<file path="config.mk">
export PLATFORM = sky130hd
export DESIGN_NAME = mod_barrett_param_gen_32b_flat
export DESIGN_NICKNAME = d
export VERILOG_FILES = /design/src/rtl/mod_barrett_param_gen_32b_if.sv /design/src/rtl/mod_barrett_param_gen_32b.sv /design/src/flat_wrapper.sv
export SDC_FILE = /design/constraint.sdc
export NUM_CORES = 1
export LEC_CHECK = 0
export CORE_MARGIN = 4
export CORE_UTILIZATION = 35
export DETAILED_ROUTE_END_ITERATION = 8
export GPL_TIMING_DRIVEN = 1
export SYNTH_ARGS = -nofsm -noshare
export SYNTH_HDL_FRONTEND = slang
export SYNTH_SLANG_ARGS = --single-unit
export TNS_END_PERCENT = 5
</file>
<file path="constraint.sdc">
create_clock -name iClk -period 4.4 [get_ports iClk]
set_clock_uncertainty 0.15 [all_clocks]
set_input_delay 1.32 -clock iClk [delete_from_list [all_inputs] [get_ports iClk]]
set_output_delay 1.32 -clock iClk [all_outputs]
set_load 0.01 [all_outputs]
</file>
<file path="src/rtl/mod_barrett_param_gen_32b_if.sv">
// Request/result bundle between a Barrett multiplier front end and the
// parameter generator: modulus request in, K/U result out.
interface mod_barrett_param_gen_32b_if;
  logic        iStart;
  logic [31:0] iMod;
  logic        oBusy;
  logic        oValid;
  logic        oErr;
  logic [5:0]  oK;
  logic [63:0] oU;

  modport master (
    output iStart, iMod,
    input  oBusy, oValid, oErr, oK, oU
  );

  modport slave (
    input  iStart, iMod,
    output oBusy, oValid, oErr, oK, oU
  );
endinterface

</file>
<file path="src/rtl/mod_barrett_param_gen_32b.sv">
// Barrett parameter generator: K = bitlen(M), U = floor(2^(2K)/M) by a
// bit-serial restoring divider, one quotient bit per enabled clock.
module mod_barrett_param_gen_32b (
  input  logic                           iClk,
  input  logic                           iRstN,
  input  logic                           iEn,
  input  logic                           iClr,
  mod_barrett_param_gen_32b_if.slave     bus
);

  localparam logic [1:0] IDLE = 2'd0;
  localparam logic [1:0] DIV  = 2'd1;
  localparam logic [1:0] DONE = 2'd2;

  logic [1:0]  stateR;
  logic [31:0] modR;
  logic [5:0]  kR;
  logic [6:0]  nR;
  logic [32:0] remR;
  logic [63:0] quoR;

  logic [5:0]  kInS;
  logic        dBitS;
  logic [32:0] shRemS;
  logic        geS;
  logic [32:0] remNextS;
  logic [63:0] quoNextS;

  function automatic logic [5:0] bitLen(input logic [31:0] m);
    logic [5:0] len;
    len = 6'd0;
    for (int i = 0; i < 32; i++) begin
      if (m[i]) begin
        len = 6'(i + 1);
      end else begin
        len = len;
      end
    end
    return len;
  endfunction

  // One restoring-division step; the dividend 2^(2K) is a single 1 followed by 2K zeros.
  always_comb begin
    kInS     = bitLen(bus.iMod);
    dBitS    = (nR == {kR, 1'b0});
    shRemS   = 33'({remR, dBitS});
    geS      = (shRemS >= {1'b0, modR});
    remNextS = shRemS;
    if (geS) begin
      remNextS = shRemS - {1'b0, modR};
    end else begin
      remNextS = shRemS;
    end
    quoNextS = 64'({quoR, geS});
  end

  // Control FSM, divider datapath and registered result outputs.
  always_ff @(posedge iClk or negedge iRstN) begin
    if (!iRstN) begin
      stateR     <= IDLE;
      modR       <= 32'd0;
      kR         <= 6'd0;
      nR         <= 7'd0;
      remR       <= 33'd0;
      quoR       <= 64'd0;
      bus.oBusy  <= 1'b0;
      bus.oValid <= 1'b0;
      bus.oErr   <= 1'b0;
      bus.oK     <= 6'd0;
      bus.oU     <= 64'd0;
    end else if (iEn) begin
      if (iClr) begin
        stateR     <= IDLE;
        modR       <= 32'd0;
        kR         <= 6'd0;
        nR         <= 7'd0;
        remR       <= 33'd0;
        quoR       <= 64'd0;
        bus.oBusy  <= 1'b0;
        bus.oValid <= 1'b0;
        bus.oErr   <= 1'b0;
        bus.oK     <= 6'd0;
        bus.oU     <= 64'd0;
      end else begin
        case (stateR)
          IDLE: begin
            if (bus.iStart) begin
              if (bus.iMod == 32'd0) begin
                stateR     <= DONE;
                bus.oValid <= 1'b1;
                bus.oErr   <= 1'b1;
                bus.oK     <= 6'd0;
                bus.oU     <= 64'd0;
              end else begin
                stateR    <= DIV;
                modR      <= bus.iMod;
                kR        <= kInS;
                nR        <= {kInS, 1'b0};
                remR      <= 33'd0;
                quoR      <= 64'd0;
                bus.oBusy <= 1'b1;
              end
            end else begin
              stateR <= IDLE;
            end
          end
          DIV: begin
            remR <= remNextS;
            quoR <= quoNextS;
            if (nR == 7'd0) begin
              stateR     <= DONE;
              bus.oBusy  <= 1'b0;
              bus.oValid <= 1'b1;
              bus.oErr   <= 1'b0;
              bus.oK     <= kR;
              bus.oU     <= quoNextS;
            end else begin
              nR <= nR - 7'd1;
            end
          end
          DONE: begin
            stateR     <= IDLE;
            bus.oValid <= 1'b0;
          end
          default: begin
            stateR     <= IDLE;
            bus.oBusy  <= 1'b0;
            bus.oValid <= 1'b0;
          end
        endcase
      end
    end else begin
      stateR <= stateR;
    end
  end

endmodule

</file>
<file path="src/flat_wrapper.sv">
// flat-port wrapper written by rule: the top's interface ports become plain ports
module mod_barrett_param_gen_32b_flat 
  (iClk, iRstN, iEn, iClr, bus_iStart, bus_iMod, bus_oBusy, bus_oValid, bus_oErr, bus_oK, bus_oU);
  mod_barrett_param_gen_32b_if bus_i ();
  input  logic iClk;
  input  logic iRstN;
  input  logic iEn;
  input  logic iClr;
  input wire logic [$bits(bus_i.iStart)-1:0] bus_iStart;
  input wire logic [$bits(bus_i.iMod)-1:0] bus_iMod;
  output wire logic [$bits(bus_i.oBusy)-1:0] bus_oBusy;
  output wire logic [$bits(bus_i.oValid)-1:0] bus_oValid;
  output wire logic [$bits(bus_i.oErr)-1:0] bus_oErr;
  output wire logic [$bits(bus_i.oK)-1:0] bus_oK;
  output wire logic [$bits(bus_i.oU)-1:0] bus_oU;
  assign bus_i.iStart = bus_iStart;
  assign bus_i.iMod = bus_iMod;
  assign bus_oBusy = bus_i.oBusy;
  assign bus_oValid = bus_i.oValid;
  assign bus_oErr = bus_i.oErr;
  assign bus_oK = bus_i.oK;
  assign bus_oU = bus_i.oU;
  mod_barrett_param_gen_32b u_core (.iClk(iClk), .iRstN(iRstN), .iEn(iEn), .iClr(iClr), .bus(bus_i));
endmodule
</file>
# Word-level counts from Yosys, hierarchy flattened

Index checks and enable logic that the tools add are counted.

Register bits after elaboration: 215
Bits of input ports: 37
Output and inout bits: 73
Word-level logic and storage cells: 118

Add/subtract/negate cells: 2
Magnitude comparators: 1
Equal/unequal tests: 10
Muxes and demuxes: 81
Reductions and logical operators: 13

Operator list:

| operator              | number |
|---|---|
| $mux W32              | 8 |
| $mux W64              | 4 |
| $mux W6               | 39 |
| $mux W63              | 3 |
| $pmux W64 S2          | 1 |
| $pmux W63 S2          | 1 |
| $pmux W32 S2          | 1 |
| $ge A33 B32 Y1        | 1 |
| $logic_not A32 Y1     | 1 |
| $sub A32 B32 Y32      | 1 |
| $mux W7               | 4 |
| $reduce_and A5 Y1     | 3 |
| $pmux W7 S2           | 1 |
| $pmux W6 S2           | 1 |
| $reduce_and A4 Y1     | 3 |
| $mux W1               | 10 |
| $ne A3 B3 Y1 const B  | 3 |
| $mux W2               | 4 |
| $eq A7 B7 Y1          | 1 |
| $logic_not A7 Y1      | 1 |
| $sub A7 B1 Y7 const B | 1 |
| $ne A3 B2 Y1 const B  | 2 |
| $ne A2 B2 Y1 const B  | 2 |
| $pmux W1 S2           | 2 |
| 8 further kinds       | 9 |

# Logic depth before layout (Yosys ltp)

Gate-level depths: netlist of the first run.

Depth in word-level cells: 36
Depth in mapped cells: 15
Gate-level depth less buffers: 13

# Least setup slack after synthesis of the first run

Ideal clock, no wire load.

Kind: input to register
Start point: input bus_iMod[19]
End point: register u_core.nR[2]
Setup time: 133 ps
Data arrival time: 3064 ps
Required time: 4117 ps
Path slack: 1054 ps
Cell stages on the path: 9
Path buffers: 1
Path through: nor4_2 -> nand4_2 -> o41ai_4 -> a21oi_1 -> o21ai_4 -> buf_6 -> a21oi_1 -> nand4b_1 -> o211ai_1

Word-level cells in the longest chain between the ends: 17
Elaborated cells on any way between the ends: 20
Classes of those cells: 1 x eq/ne; 17 x mux; 2 x reduce/logical

Ends and longest elaborated chain:

| element               | RTL line                         | RTL |
|---|---|---|
| start, declared       | flat_wrapper.sv:10               | `input wire logic [$bits(bus_i.iMod)-1:0] bus_iMod;` |
| $mux W6 (13 in a row) | mod_barrett_param_gen_32b.sv:33  | `if (m[i]) begin` |
| $mux W7               | mod_barrett_param_gen_32b.sv:88  | `if (bus.iMod == 32'd0) begin` |
| $mux W7               | mod_barrett_param_gen_32b.sv:87  | `if (bus.iStart) begin` |
| $pmux W7 S2           | mod_barrett_param_gen_32b.sv:85  | `case (stateR)` |
| $mux W7               | mod_barrett_param_gen_32b.sv:72  | `if (iClr) begin` |
| end signal, assigned  | mod_barrett_param_gen_32b.sv:98  | `nR <= {kInS, 1'b0};` |
| end signal, assigned  | mod_barrett_param_gen_32b.sv:118 | `nR <= nR - 7'd1;` |
| end, declared         | mod_barrett_param_gen_32b.sv:18  | `logic [6:0] nR;` |

Parallel ways exist; a longest one is shown, timed or not. The select of a mux whose other input is x is not followed.
A chain may end at the register's enable or synchronous reset.

# Worst setup path after layout of the first run

Start point: register u_core.nR[4]
End point: register u_core.remR[28]

Word-level cells in the longest chain between the ends: 5
Elaborated cells on any way between the ends: 6
Classes of those cells: 1 x add/sub; 1 x order compare; 1 x eq/ne; 3 x mux

Ends and longest elaborated chain:

| element                                                   | RTL line                                                         | RTL |
|---|---|---|
| $eq A7 B7 Y1 (*)                                          | mod_barrett_param_gen_32b.sv:45                                  | `dBitS = (nR == {kR, 1'b0});` |
| $sub A32 B32 Y32 / $ge A33 B32 Y1 (equally long branches) | mod_barrett_param_gen_32b.sv:50, mod_barrett_param_gen_32b.sv:47 |  |
| $mux W32 (*)                                              | mod_barrett_param_gen_32b.sv:49                                  | `if (geS) begin` |
| $pmux W32 S2 (*)                                          | mod_barrett_param_gen_32b.sv:85                                  |  |
| $mux W32 (*)                                              | mod_barrett_param_gen_32b.sv:72                                  |  |
| end signal, assigned                                      | mod_barrett_param_gen_32b.sv:108                                 | `remR <= remNextS;` |
| end, declared                                             | mod_barrett_param_gen_32b.sv:19                                  | `logic [32:0] remR;` |

Mark *: on every way between the ends. The rest lies on a longest branch, timed or not.

==> results of run 1 <==
==> layer usage <==
layer  vias up  track usage (%)
met5         -                0
met4         0             3.69
met3        45             2.56
met2       228             25.6
met1      4231             23.9
li1       4385                -
==> kinds of logic (layout without fill, tap and decap cells) <==
| logic type | after synthesis | in the layout | share of synthesized area (%) |
|---|---|---|---|
| compound gates | 343 | 343 | 19.9 |
| buf+inv | 118 | 235 | 4.75 |
| flops | 214 | 214 | 50.0 |
| xor+xnor | 33 | 33 | 2.70 |
| mux | 5 | 5 | 0.467 |
| fa+ha+maj | 35 | 35 | 4.16 |
| simple gates | 442 | 442 | 18.1 |
==> worst max-delay path, cell delays in order, from the launching register on <==
cell,delay [ns]
sky130_fd_sc_hd__dfrtp_1,0.46
sky130_fd_sc_hd__xor2_1,0.18
sky130_fd_sc_hd__nor4_1,0.27
sky130_fd_sc_hd__nand4_1,0.22
sky130_fd_sc_hd__ha_1,0.27
sky130_fd_sc_hd__nand2b_1,0.17
sky130_fd_sc_hd__a211oi_1,0.35
sky130_fd_sc_hd__o21ai_1,0.24
sky130_fd_sc_hd__a21oi_1,0.40
sky130_fd_sc_hd__nor3_1,0.15
sky130_fd_sc_hd__o21a_1,0.26
sky130_fd_sc_hd__nor4b_1,0.52
sky130_fd_sc_hd__o31ai_1,0.11
==> timing repair <==
action / 4_1_cts / 5_1_grt
setup endpoints to repair: 0 / 1
buffers inserted: 0 / 0
gates resized for setup: 0 / 1
==> worst min-delay path by stage <==
stage	from	to	cells after the start
after detailed placement	u_core.bus.oU[0]$_DFFE_PN0P_	u_core.bus.oU[0]$_DFFE_PN0P_	2
after global placement	u_core.quoR[7]$_DFFE_PN0P_	u_core.quoR[7]$_DFFE_PN0P_	2
after CTS	u_core.bus.oU[0]$_DFFE_PN0P_	u_core.bus.oU[0]$_DFFE_PN0P_	2
after global routing	u_core.quoR[30]$_DFFE_PN0P_	u_core.quoR[30]$_DFFE_PN0P_	2
final	u_core.bus.oU[0]$_DFFE_PN0P_	u_core.bus.oU[0]$_DFFE_PN0P_	2
after floorplan	u_core.quoR[0]$_DFFE_PN0P_	u_core.quoR[0]$_DFFE_PN0P_	2
==> registers in the layout (all words and copies together), names as in the netlist <==
name,count
u_core.modR,31
u_core.stateR,2
u_core.bus.oBusy,1
u_core.quoR,63
u_core.bus.oValid,1
u_core.remR,32
u_core.nR,7
u_core.bus.oU,64
u_core.kR,6
u_core.bus.oK,6
u_core.bus.oErr,1
==> power by group <==
part	total, mW	leakage [nW]	switching (mW)	internal [mW]
Sequential	2.33	2.95	0.174	2.16
Combinational	3.87	2.34	2.34	1.53
Clock	2.09	0.410	0.814	1.27
Total	8.28	5.71	3.32	4.96
==> cell type report <==
type | count | share of cell area, %
Sequential cell | 214 | 40.7
Multi-Input combinational cell | 858 | 37.1
Timing Repair Buffer | 140 | 10.8
Clock buffer | 30 | 4.89
Tap cell | 390 | 3.71
Inverter | 51 | 1.45
Clock inverter | 14 | 1.40
==> through the flow <==
| stage | setup WS [ns] | hold WS (ns) |
|---|---|---|
| finish | 0.527 | 0.325 |
| detailed placement | 0.115 | 0.318 |
| global route | 0.171 | 0.353 |
| floorplan | 1.05 | 0.297 |
| CTS | 0.369 | 0.332 |
| global placement | 0.137 | 0.312 |
==> cell usage in the layout, fill, tap and decap left out, types with 6 or more instances in the layout <==
master,n
sky130_fd_sc_hd__a32oi_1,10
sky130_fd_sc_hd__nand3_1,43
sky130_fd_sc_hd__nand2_1,273
sky130_fd_sc_hd__buf_4,24
sky130_fd_sc_hd__ha_1,34
sky130_fd_sc_hd__o21ai_1,15
sky130_fd_sc_hd__a31oi_1,7
sky130_fd_sc_hd__nor4_1,11
sky130_fd_sc_hd__o21a_1,6
sky130_fd_sc_hd__a21oi_1,44
sky130_fd_sc_hd__nor3_1,24
sky130_fd_sc_hd__o21ai_0,162
sky130_fd_sc_hd__o311ai_0,10
sky130_fd_sc_hd__a21o_1,7
sky130_fd_sc_hd__clkdlybuf4s50_1,108
sky130_fd_sc_hd__o31ai_1,18
sky130_fd_sc_hd__clkinv_2,8
sky130_fd_sc_hd__dfrtp_1,214
sky130_fd_sc_hd__nand2b_1,8
sky130_fd_sc_hd__nor2b_1,6
sky130_fd_sc_hd__xor2_1,15
sky130_fd_sc_hd__clkbuf_16,24
sky130_fd_sc_hd__xnor2_1,18
sky130_fd_sc_hd__buf_12,7
sky130_fd_sc_hd__a22o_1,29
sky130_fd_sc_hd__nor2_1,47
sky130_fd_sc_hd__inv_1,51
==> synth_stat cells (15+ instances only) <==
cell / count / area share, %
sky130_fd_sc_hd__nor3_1: 25 / 1.2
sky130_fd_sc_hd__o31ai_1: 18 / 1.3
sky130_fd_sc_hd__xnor2_1: 18 / 1.5
sky130_fd_sc_hd__clkbuf_1: 40 / 1.4
sky130_fd_sc_hd__a22o_1: 29 / 2.4
sky130_fd_sc_hd__dfrtp_1: 214 / 50
sky130_fd_sc_hd__nand2_1: 273 / 9.6
sky130_fd_sc_hd__inv_1: 51 / 1.8
sky130_fd_sc_hd__nand3_1: 43 / 2.0
sky130_fd_sc_hd__a21oi_1: 44 / 2.1
sky130_fd_sc_hd__o21ai_1: 16 / 0.75
sky130_fd_sc_hd__nor2_1: 48 / 1.7
sky130_fd_sc_hd__o21ai_0: 163 / 7.6
sky130_fd_sc_hd__ha_1: 34 / 4.0
sky130_fd_sc_hd__xor2_1: 15 / 1.2
==> impl_summary.log, run 1 <==
INFO  metric outcome = finished, final reports clean
INFO  metric clock_tree.buffer_depth = 3
INFO  metric clockRootBuffer = sky130_fd_sc_hd__clkbuf_16
INFO  metric crit_path_start = u_core.nR[4]$_DFFE_PN0P_
INFO  metric groute.usage.overall = 16.3%
INFO  metric share_of_async_settable_or_async_resettable_flops_after_synthesis = 100%
INFO  metric critical_path.max_fanout = 8
INFO  metric worst_setup_path_start_kind = flip-flop
INFO  metric instances_no_fill = 1697
INFO  metric met3RoutedLength = 1440 um
INFO  metric route.detailed.drc = 0
INFO  metric max-vdd-ir-drop = 412 uV
INFO  metric worstSetupEndpoint = u_core.remR[28]$_DFFE_PN0P_
INFO  metric drv_cap = 0
INFO  metric starting_utilization_of_the_core_area = 35.8%
INFO  metric syn-instance-count = 1190
INFO  metric layout.area.seq = 5360 um2
INFO  metric design.portCount = 110
INFO  metric synthesis_to_layout_area_growth = 22.8%
INFO  metric final.fill_count = 2922
INFO  metric final_max_slew_viol_count = 0
INFO  metric post-dp-hpwl = 20000 um
INFO  metric synthesis_stage_register_bit_count = 214
INFO  metric rsz0062_at_grt = false
INFO  metric detailed_router_iteration_count_before_antenna_repair = 5
INFO  metric period_needed = 3.87 ns
INFO  metric floorplan.die.height = 183 um
INFO  metric stdcell_area = 13200 um2
INFO  metric final_layout_net_count = 1361
INFO  metric antenna_found_initial = 0
INFO  metric grt_first_pass_wirelength = 45800 um
INFO  metric core_area = 30000 um2
INFO  metric gp_congestion = 0.847
INFO  metric clock-sinks = 214
INFO  metric routedWlPerCell = 16.1 um
INFO  metric timing.reg2reg.setup_slack = 0.53 ns
INFO  metric tns = 0 ns
INFO  metric top_layer = met4
INFO  metric tightestPinTransition = 0.761 ns
INFO  metric vias_per_cell = 5.24
INFO  metric clk_transition_reported_paths = 0.06 ns
INFO  metric dieArea = 33500 um2
INFO  metric diodes = 0
INFO  metric static-leakage-power = 5.71 nW
INFO  metric ant_nets = 0
INFO  metric multiInputGateArea = 4880 um2
INFO  metric numCtsBuffers = 24
INFO  metric report.final.setup_viol = 0
INFO  metric cts_tree = done
INFO  metric r2r_start = u_core.nR[4]$_DFFE_PN0P_
INFO  metric yosysSeqAreaShare = 50.0%
INFO  metric synthDistinctLibCells = 63
INFO  metric met2WireLength = 12000 um
INFO  metric routedLengthMet1 = 13200 um
INFO  metric die-width = 183 um
INFO  metric postSynth.topFlopCell = sky130_fd_sc_hd__dfrtp_1
INFO  metric final_core_utilization = 43.9%
INFO  metric total_power = 8.28 mW
INFO  metric max_slew_headroom = 48.0%
INFO  metric vias = 8889
INFO  metric drt-initial-drc-count = 632
INFO  metric fraction_of_layout_cells_with_a_size_suffix_above_1 = 7.04%
INFO  metric grt_max_degree = 141
INFO  metric arrival = 4.11 ns
INFO  metric worstRegToRegCells = 12
INFO  metric end_of_the_worst_register_to_register_path = u_core.remR[28]$_DFFE_PN0P_
INFO  metric insertion_delay = 0.53 ns
INFO  metric cell_area_reported_after_detailed_placement = 12300 um2
INFO  metric syn_avg_cell_area = 9.01 um2
INFO  metric buffer_ports.inserted = 109
INFO  metric cts-htree-levels = 1
INFO  metric grt_overflow_total = 0
INFO  metric synth_edf_count = 0
INFO  metric dpl.cell_count = 1653
INFO  metric setup.worst_path.class = reg -> reg
INFO  metric max_freq = 258 MHz
INFO  metric p_per_area = 630 nW/um2
INFO  metric synth.cell_area = 10700 um2
INFO  metric timing_hold_violations_final = 0
INFO  metric cts_hold_buffers = 0
INFO  metric yosys_warnings = 0
INFO  metric required = 4.64 ns
INFO  metric timing.final.crit_share = 88.0%
INFO  metric first_global_vias = 8695
INFO  metric drt_wl_total = 27400 um
INFO  metric capturing_element_type_of_the_critical_path = flip-flop
INFO  metric synth.net_count = 1262
INFO  metric holdCritPathClass = reg -> reg
INFO  metric fp-row-count = 63
(Power assumes the default switching activity.)
==> run 2: changes to the inputs <==
- CORE_UTILIZATION: 35 -> 57
- PLACE_DENSITY: not set -> 0.8
- RECOVER_POWER: not set -> 50
==> run 2 against run 1 <==
Cell count decreased by 9.8%. Setup slack got worse by 0.065 ns. Sequential power barely moved. Non-clock buffer count down 2. Via count grew 2.3%. Fmax shrank 1.7%. Die area down 37%. Hold slack got worse by 0.0048 ns. The flow now finishes with violations (max-capacitance violations, max-slew violations). Largest power group unchanged. Final area fell by 2.3%. Utilization rose by 27 points. Wire length is 3.9% lower. Highest routed layer unchanged. First-iteration DRC count rose by 14%.
==> impl_summary.log, run 2 (synthesis gave the netlist of run 1 again) <==
INFO  metric outcome = finished with violations
INFO  metric failing_checks = max-capacitance violations, max-slew violations
INFO  metric final.fill_count = 1378
INFO  metric vias = 9092
INFO  metric die-width = 145 um
INFO  metric largest_register_ffs = 64
INFO  metric insertion_delay = 0.52 ns
INFO  metric synthesis_to_layout_area_growth = 20.0%
INFO  metric buffer_ports.inserted = 109
INFO  metric grt_overflow_total = 0
INFO  metric timing.final.crit_share = 89.5%
INFO  metric report.final.setup_viol = 0
INFO  metric drv_cap = 1
INFO  metric stdcell_area = 12900 um2
INFO  metric routedWlPerCell = 17.2 um
INFO  metric first_global_vias = 8749
INFO  metric p_per_area = 633 nW/um2
INFO  metric gp_congestion = 0.967
INFO  metric diodes = 0
INFO  metric cell_area_reported_after_detailed_placement = 12100 um2
INFO  metric starting_utilization_of_the_core_area = 58.9%
INFO  metric detailed_router_iteration_count_before_antenna_repair = 7
INFO  metric drt-initial-drc-count = 718
INFO  metric cts_tree = done
INFO  metric layout_common_cells = 273 x sky130_fd_sc_hd__nand2_1, 214 x sky130_fd_sc_hd__dfrtp_1, 162 x sky130_fd_sc_hd__o21ai_0
INFO  metric vias_per_cell = 5.94
INFO  metric required = 4.63 ns
INFO  metric capturing_element_type_of_the_critical_path = flip-flop
INFO  metric drt_wl_total = 26300 um
INFO  metric ant_nets = 0
INFO  metric groute.usage.overall = 24.7%
INFO  metric cts_resized = 0
INFO  metric arrival = 4.17 ns
INFO  metric critical_path.max_fanout = 29
INFO  metric final_max_slew_viol_count = 103
INFO  metric floorplan.die.height = 145 um
INFO  metric largest_register = u_core.bus.oU
INFO  metric clockRootBuffer = sky130_fd_sc_hd__clkbuf_16
INFO  metric worst_setup_path_start_kind = flip-flop
INFO  metric post-dp-hpwl = 18200 um
INFO  metric antenna_found_initial = 0
INFO  metric clk_transition_reported_paths = 0.06 ns
INFO  metric path_cells = xor2_1, nor4_1, nand4_1, ha_1, nand2b_1, a211oi_1, o21ai_1, a21oi_1, nor3_1, o21a_2, buf_12, o311ai_0
INFO  metric holdCritPathClass = reg -> reg
INFO  metric max_slew_headroom = -73.9%
INFO  metric dieArea = 21100 um2
INFO  metric cts_hold_buffers = 0
INFO  metric clock_tree.buffer_depth = 3
INFO  metric setup.worst_path.class = reg -> reg
INFO  metric static-leakage-power = 5.78 nW
INFO  metric max-vdd-ir-drop = 375 uV
INFO  metric final_layout_net_count = 1358
INFO  metric timing.critical_path.slowest_cell_delay = 0.47 ns
INFO  metric core_area = 18200 um2
INFO  metric fp-row-count = 49
INFO  metric tightestPinTransition = 2.61 ns
INFO  metric rsz0062_at_grt = false
INFO  metric max_freq = 254 MHz
INFO  metric critical_path.slowest_cell = sky130_fd_sc_hd__dfrtp_1
INFO  metric numCtsBuffers = 23
INFO  metric timing_hold_violations_final = 0
INFO  metric clock-sinks = 214
INFO  metric grt_first_pass_wirelength = 43900 um
INFO  metric design.portCount = 110
INFO  metric tns = 0 ns
INFO  metric final_common_cell = sky130_fd_sc_hd__nand2_1
INFO  metric cts.repair_timing.setup_buffer_count = 0
INFO  metric period_needed = 3.94 ns
INFO  metric fraction_of_layout_cells_with_a_size_suffix_above_1 = 6.53%
INFO  metric route.detailed.drc = 0
INFO  metric cts-htree-levels = 1
INFO  metric layout_top_registers = u_core.bus.oU x64, u_core.quoR x63, u_core.remR x32
INFO  metric grt_max_degree = 105
run 2: cell types whose count changed in the layout (fill, tap and decap cells not counted), moves of 2 or more:
cell	previous run	this run
sky130_fd_sc_hd__dlygate4sd3_1	0	36
sky130_fd_sc_hd__clkdlybuf4s50_1	108	72
sky130_fd_sc_hd__buf_12	7	9
sky130_fd_sc_hd__buf_4	24	20
sky130_fd_sc_hd__clkbuf_8	2	6
sky130_fd_sc_hd__bufinv_16	4	0
sky130_fd_sc_hd__clkinv_2	8	3
sky130_fd_sc_hd__clkbuf_1	4	6
run 2: through the flow:
step | cells | setup WS [ns] | hold slack [ns] | power (mW) | utilization [%]
3_5_place_dp | 1490 | 0.218 | 0.319 | 6.21 | 66.7
5_1_grt | 1531 | 0.292 | 0.351 | 8.69 | 70.6
6_report | 1531 | 0.462 | 0.320 | 8.14 | 70.6
3_3_place_gp | 1490 | 0.297 | 0.311 | 6.17 | 66.7
4_1_cts | 1531 | 0.492 | 0.333 | 8.11 | 70.7
2_1_floorplan | 1190 | 1.05 | 0.297 | 5.21 | -
run 2: final cells by class:
type,instances,area (um2),share of cell area (%)
multi-input combinational,858,4880,37.9
inverter,51,191,1.49
clock inverter,6,51.3,0.399
tap,229,287,2.23
clock buffer,35,681,5.29
sequential,214,5360,41.6
timing repair buffer,138,1420,11.0
run 2: worst max-delay path: cells and delay by family (launching register included):
| kind | cells | cell delay (ns) |
|---|---|---|
| DFF | 1 | 0.47 |
| xor gates and xnor gates | 1 | 0.18 |
| AOI/OAI and AO/OA | 5 | 1.63 |
| adders and majority gates | 1 | 0.26 |
| and+or+nand+nor | 4 | 0.85 |
| buffers and inverters | 1 | 0.23 |
run 2: power by group:
part	leakage (nW)	switching, mW	internal, mW	total (mW)
sequential	2.95	0.182	2.16	2.34
combinational	2.47	2.37	1.57	3.94
clock	0.359	0.790	1.07	1.86
run 2: metal layers:
metal	vias up	global-route usage [%]	share of wire, %
met3	38	3.62	6.1
li1	4379	-	-
met1	4364	35.6	46
met5	-	0	0
met2	311	39.7	46
met4	0	6.32	1.8
run 2: path summary, 6_finish.rpt:
check                                                    from                            end  slack (ns)  depth (start not counted)
worst min-delay path            u_core.bus.oU[27]$_DFFE_PN0P_  u_core.bus.oU[27]$_DFFE_PN0P_        0.32                          2
max in group asynchronous                               iRstN   u_core.bus.oU[6]$_DFFE_PN0P_        1.12                          1
min in group asynchronous                               iRstN  u_core.bus.oU[46]$_DFFE_PN0P_        1.45                          1
worst max register to register       u_core.nR[4]$_DFFE_PN0P_     u_core.remR[9]$_DFFE_PN0P_        0.46                         12
worst max-delay path                 u_core.nR[4]$_DFFE_PN0P_     u_core.remR[9]$_DFFE_PN0P_        0.46                         12
worst min register to register  u_core.bus.oU[27]$_DFFE_PN0P_  u_core.bus.oU[27]$_DFFE_PN0P_        0.32                          2
